### src/rtl/mul_pkg.sv
// Shared constants and state encoding for the sequential shift-and-add multiplier.
package mul_pkg;

  localparam int unsigned MUL_WIDTH_DEF = 4;

  typedef logic [1:0] mul_state_t;

  localparam mul_state_t IDLE = 2'd0;
  localparam mul_state_t RUN  = 2'd1;
  localparam mul_state_t DONE = 2'd2;

endpackage

### src/rtl/mul_pp_cell.sv
// Partial-product cell: passes the shifted multiplicand when the multiplier bit is set.
module mul_pp_cell
  import mul_pkg::*;
#(
  parameter int unsigned WIDTH = MUL_WIDTH_DEF
) (
  input  logic               i_sel,
  input  logic [2*WIDTH-1:0] i_x,
  output logic [2*WIDTH-1:0] o_pp_c
);

  assign o_pp_c = i_sel ? i_x : '0;

endmodule

### src/rtl/mul_seq_ctrl.sv
// Sequential WIDTH x WIDTH unsigned multiplier controller with start/busy/done handshake.
// Define MUL_SEQ_EARLY_TERM_EN to finish as soon as the remaining multiplier bits are zero.
module mul_seq_ctrl
  import mul_pkg::*;
#(
  parameter int unsigned WIDTH = MUL_WIDTH_DEF
) (
  input  logic               clk,
  input  logic               reset,
  input  logic               i_start,
  input  logic [WIDTH-1:0]   i_a,
  input  logic [WIDTH-1:0]   i_b,
  output logic               o_busy,
  output logic               o_done,
  output logic [2*WIDTH-1:0] o_product
);

  localparam int unsigned PW = 2 * WIDTH;
  localparam int unsigned CW = (WIDTH > 1) ? $clog2(WIDTH) : 1;

  mul_state_t     r_state;
  logic [PW-1:0]  r_mcand;
  logic [WIDTH-1:0] r_mplier;
  logic [PW-1:0]  r_acc;
  logic [CW-1:0]  r_count;
  logic [PW-1:0]  r_product;
  logic           r_busy;
  logic           r_done;

  mul_state_t     w_state_nxt;
  logic [PW-1:0]  w_mcand_nxt;
  logic [WIDTH-1:0] w_mplier_nxt;
  logic [PW-1:0]  w_acc_nxt;
  logic [CW-1:0]  w_count_nxt;
  logic [PW-1:0]  w_product_nxt;
  logic [PW-1:0]  w_pp;
  logic [PW-1:0]  w_sum;

  mul_pp_cell #(.WIDTH(WIDTH)) u_pp (
    .i_sel  (r_mplier[0]),
    .i_x    (r_mcand),
    .o_pp_c (w_pp)
  );

  assign w_sum = r_acc + w_pp;

  // Next-state and datapath update
  always_comb begin
    w_state_nxt   = r_state;
    w_mcand_nxt   = r_mcand;
    w_mplier_nxt  = r_mplier;
    w_acc_nxt     = r_acc;
    w_count_nxt   = r_count;
    w_product_nxt = r_product;
    case (r_state)
      IDLE: begin
        if (i_start) begin
          w_mcand_nxt  = PW'(i_a);
          w_mplier_nxt = i_b;
          w_acc_nxt    = '0;
          w_count_nxt  = '0;
          w_state_nxt  = RUN;
        end
      end
      RUN: begin
`ifdef MUL_SEQ_EARLY_TERM_EN
        if (r_mplier == '0) begin
          w_product_nxt = r_acc;
          w_state_nxt   = DONE;
        end else
`endif
        begin
          w_acc_nxt    = w_sum;
          w_mcand_nxt  = r_mcand << 1;
          w_mplier_nxt = r_mplier >> 1;
          w_count_nxt  = r_count + CW'(1);
          if (r_count == CW'(WIDTH - 1)) begin
            w_product_nxt = w_sum;
            w_state_nxt   = DONE;
          end
        end
      end
      DONE:    w_state_nxt = IDLE;
      default: w_state_nxt = IDLE;
    endcase
  end

  // Status outputs are registered from the next state so they track r_state exactly
  always_ff @(posedge clk) begin
    if (!reset) begin
      r_state   <= IDLE;
      r_mcand   <= '0;
      r_mplier  <= '0;
      r_acc     <= '0;
      r_count   <= '0;
      r_product <= '0;
      r_busy    <= 1'b0;
      r_done    <= 1'b0;
    end else begin
      r_state   <= w_state_nxt;
      r_mcand   <= w_mcand_nxt;
      r_mplier  <= w_mplier_nxt;
      r_acc     <= w_acc_nxt;
      r_count   <= w_count_nxt;
      r_product <= w_product_nxt;
      r_busy    <= (w_state_nxt != IDLE);
      r_done    <= (w_state_nxt == DONE);
    end
  end

  assign o_busy    = r_busy;
  assign o_done    = r_done;
  assign o_product = r_product;

endmodule

### config.mk
export PLATFORM = sky130hd
export DESIGN_NAME = mul_seq_ctrl
export DESIGN_NICKNAME = d
export VERILOG_FILES = /design/src/rtl/mul_pkg.sv /design/src/rtl/mul_pp_cell.sv /design/src/rtl/mul_seq_ctrl.sv
export SDC_FILE = /design/constraint.sdc
export NUM_CORES = 1
export LEC_CHECK = 0
export CAP_MARGIN = 10
export CELL_PAD_IN_SITES_DETAIL_PLACEMENT = 0
export CELL_PAD_IN_SITES_GLOBAL_PLACEMENT = 1
export CORE_AREA = 2 2 62 64
export CTS_BUF_LIST = sky130_fd_sc_hd__clkbuf_8
export CTS_CLUSTER_SIZE = 16
export DETAILED_ROUTE_END_ITERATION = 8
export DIE_AREA = 0 0 64 66
export DONT_BUFFER_PORTS = 1
export PLACE_DENSITY = 0.84
export REMOVE_ABC_BUFFERS = 1
export SYNTH_ARGS = -nofsm -noshare
export SYNTH_HDL_FRONTEND = slang
export SYNTH_SLANG_ARGS = --single-unit
### constraint.sdc
create_clock -name clk -period 6.6 [get_ports clk]
set_input_delay 1.32 -clock clk [delete_from_list [all_inputs] [get_ports clk]]
set_output_delay 1.32 -clock clk [all_outputs]
set_load 0.005 [all_outputs]
==> impl_metrics.toml <==
[status]
run_status = "finished, final reports clean"

[global_routing]
grt_overflow_total = 0
grt_pass1_wl_mm = 5.66
grt_max_degree = 30
antenna_violations_before_repair = 0
grt_pass1_vias = 1260
gr-usage-met2_pct = 28.6
track_usage_pct = 17.3
globalRouteMet1Util_pct = 22.6
globalRouteMet3Util_pct = 3.75
global_route.peak_usage_layer = "met2"

[sta]
final.setup.tns_ns = 0
timing.final.crit_period_ns = 2.32
timing.max_slew.rel_slack_pct = 27.1
finalCritPeriodShare_pct = 35.2
fin_ws_ns = 4.28
timing_hold_violations_final = 0
timing.fmax_ghz = 0.431
rsz_0062_raised_after_global_routing = "no"
timing.final.max_slew_violations = 0
clock_skew_ns = 0.00598
report.final.setup_viol = 0
worst_slew_pin_slew_ns = 1.09

[cts]
clockBufferDepth = 2
worst_skew_pair.late_latency_ns = 0.27
cts.repair_timing.setup_buffer_count = 0
post_cts_resized = 0
clkSlewWorstSetupHoldPaths_ns = 0.07
tritoncts.num_buffers = 5
clock-sinks = 34
post_cts_hold_buffer_count = 0
tritoncts = "built"
cts_h_tree_lvls = 2
cts.root.buffer_cell = "sky130_fd_sc_hd__clkbuf_8"

[logic_synthesis]
share_of_synthesized_flip_flops_with_an_asynchronous_set_or_reset_pct = 0
synth-edff-count = 0
synth_ff_type = "sky130_fd_sc_hd__dfxtp_1"
synth.distinct_cells = 44
ys_seq_elements = 34
yosysTopAreaCell = "sky130_fd_sc_hd__dfxtp_1"
synth_seq_area_share_pct = 41.9
syn_area_per_cell_um2 = 8.50
mapped_cells = 191
synth_top_cell_area_share_pct = 41.9
synthMostInstantiatedCell = "sky130_fd_sc_hd__dfxtp_1"
synth_area_leaders = "sky130_fd_sc_hd__dfxtp_1 42%, sky130_fd_sc_hd__nor2_1 6.9%, sky130_fd_sc_hd__ha_1 6.2%"
synth_area_um2 = 1620
total_of_warnings_raised_by_yosys = 0
synth.cells.most_frequent = "34 x sky130_fd_sc_hd__dfxtp_1, 30 x sky130_fd_sc_hd__nor2_1, 25 x sky130_fd_sc_hd__nand2_1"

[layout]
layout.nets = 206
final.fill_count = 335
multi_input_logic_area_um2 = 890
sequential_cell_area_um2 = 681
area_growth_syn_to_layout_pct = 6.24
n_antenna_cell = 0
design_area_um2 = 1730
fin_cells = 235
final_layout_size_suffix_gt1_share_pct = 6.95

[placement]
placed_area_um2 = 1630
place.port_buffers = 0
numPlacedInstances = 227
place_congestion = 0.771
place_ws_ns = 4.03
post-dp-hpwl_mm = 2.44

[drt]
wl_per_cell_um = 14.6
dr_total_vias = 1348
first_iter_violations = 73
detail_route.wirelength_mm = 3.42
drt_pass1_iterations = 4
via_per_inst = 5.74
antenna_violation_net_count_after_detailed_routing = 0
post-route-drc-count = 0

[floorplan]
die_area_um2 = 4220
rows = 22
start_util_pct = 45.7
fp.coreArea_um2 = 3550
io_pins = 21
dieHeight_um = 66
die_w_um = 64

[pwr]
power.density_cell_area_nw_per_um2 = 228
vdd_drop_max_v = 0.000155
power_leakage_nw = 0.723

[min_path]
hold_path_class = "reg -> reg"

[worst_setup_path]
critical_path_peak_fanout = 9
kind_of_capture_point_of_the_worst_setup_path = "register"
worst_ep_arrival_time_ns = 2.49
setup.worst_path.class = "reg -> reg"
critical_path_required_ns = 6.77
critPathLaunchType = "register"

[run]
cap_viol_max_count = 0
metal layers:
metal	part of all wire, %	up-vias
li1	-	673
met3	4.3	2
met5	0	-
met2	47	30
met1	48	643
met4	0.64	0
sequential cells by signal, summed over array words and instances, names as in the netlist:
| name | count |
|---|---|
| r_count | 2 |
| r_state | 2 |
| o_product | 8 |
| o_done | 1 |
| r_mplier | 4 |
| r_mcand | 8 |
| o_busy | 1 |
| r_acc | 8 |
critical path: stages (launching register included):
cell,delay (ns)
sky130_fd_sc_hd__dfxtp_1,0.39
sky130_fd_sc_hd__and2_1,0.17
sky130_fd_sc_hd__ha_1,0.21
sky130_fd_sc_hd__fa_1,0.43
sky130_fd_sc_hd__a211o_2,0.36
sky130_fd_sc_hd__and3_1,0.14
sky130_fd_sc_hd__a211o_1,0.30
sky130_fd_sc_hd__a32o_1,0.20
final cells by class:
type / count / share of cell area (%)
Tap cell: 48 / 3.48
Clock inverter: 2 / 0.508
Inverter: 1 / 0.218
Multi-Input combinational cell: 144 / 51.6
Clock buffer: 6 / 4.79
Sequential cell: 34 / 39.4
cells by family (layout without fill, tap and decap cells):
logic type,Yosys count,count (layout),synth area share (%)
DFF,34,34,41.9
buffers and inverters,13,9,3.31
xor gates and xnor gates,2,2,1.08
AOI/OAI and AO/OA,46,46,21.4
and+or+nand+nor,87,87,24.9
adders and majority gates,9,9,7.40
per-stage QoR:
| stage | power, W | utilization [%] | hold WS [ns] |
|---|---|---|---|
| after floorplan | 0.000238 | - | 0.453 |
| after global placement | 0.000244 | 46.0 | 0.463 |
| after detailed placement | 0.000245 | 46.0 | 0.469 |
| after CTS | 0.000397 | 48.6 | 0.478 |
| after global routing | 0.000413 | 48.6 | 0.493 |
| final | 0.000394 | 48.6 | 0.473 |
power by group:
group	internal, W	switching (W)	leakage (nW)
sequential	0.000211	0.00000476	0.276
clock	0.0000826	0.0000709	0.0524
combinational	0.00000775	0.0000169	0.394
cells in the final DEF (no fill, tap or decap), types with 2 or more instances in the layout:
cell type                  instances
sky130_fd_sc_hd__nor2b_1           4
sky130_fd_sc_hd__nor2_1           30
sky130_fd_sc_hd__a211o_2           2
sky130_fd_sc_hd__inv_1             2
sky130_fd_sc_hd__nand3_1           5
sky130_fd_sc_hd__a21oi_1           6
sky130_fd_sc_hd__nand2b_1          2
sky130_fd_sc_hd__a211o_1           2
sky130_fd_sc_hd__a311oi_1          6
sky130_fd_sc_hd__or2_2             2
sky130_fd_sc_hd__and2_1           10
sky130_fd_sc_hd__nand2_1          25
sky130_fd_sc_hd__ha_1              8
sky130_fd_sc_hd__o21ai_0           3
sky130_fd_sc_hd__a22oi_1          10
sky130_fd_sc_hd__a32oi_1           2
sky130_fd_sc_hd__clkbuf_8          6
sky130_fd_sc_hd__o311ai_1          2
sky130_fd_sc_hd__dfxtp_1          34
sky130_fd_sc_hd__nand4_1           3
worst paths after layout:
check          startpoint      endpoint  slack, ns  cells after the start
min          o_product[3]  o_product[3]       0.47                      2
max reg2reg   r_mplier[0]      r_acc[6]       4.28                      7
min reg2reg  o_product[3]  o_product[3]       0.47                      2
max           r_mplier[0]      r_acc[6]       4.28                      7
Note: power is estimated with default switching activity, not from simulation.
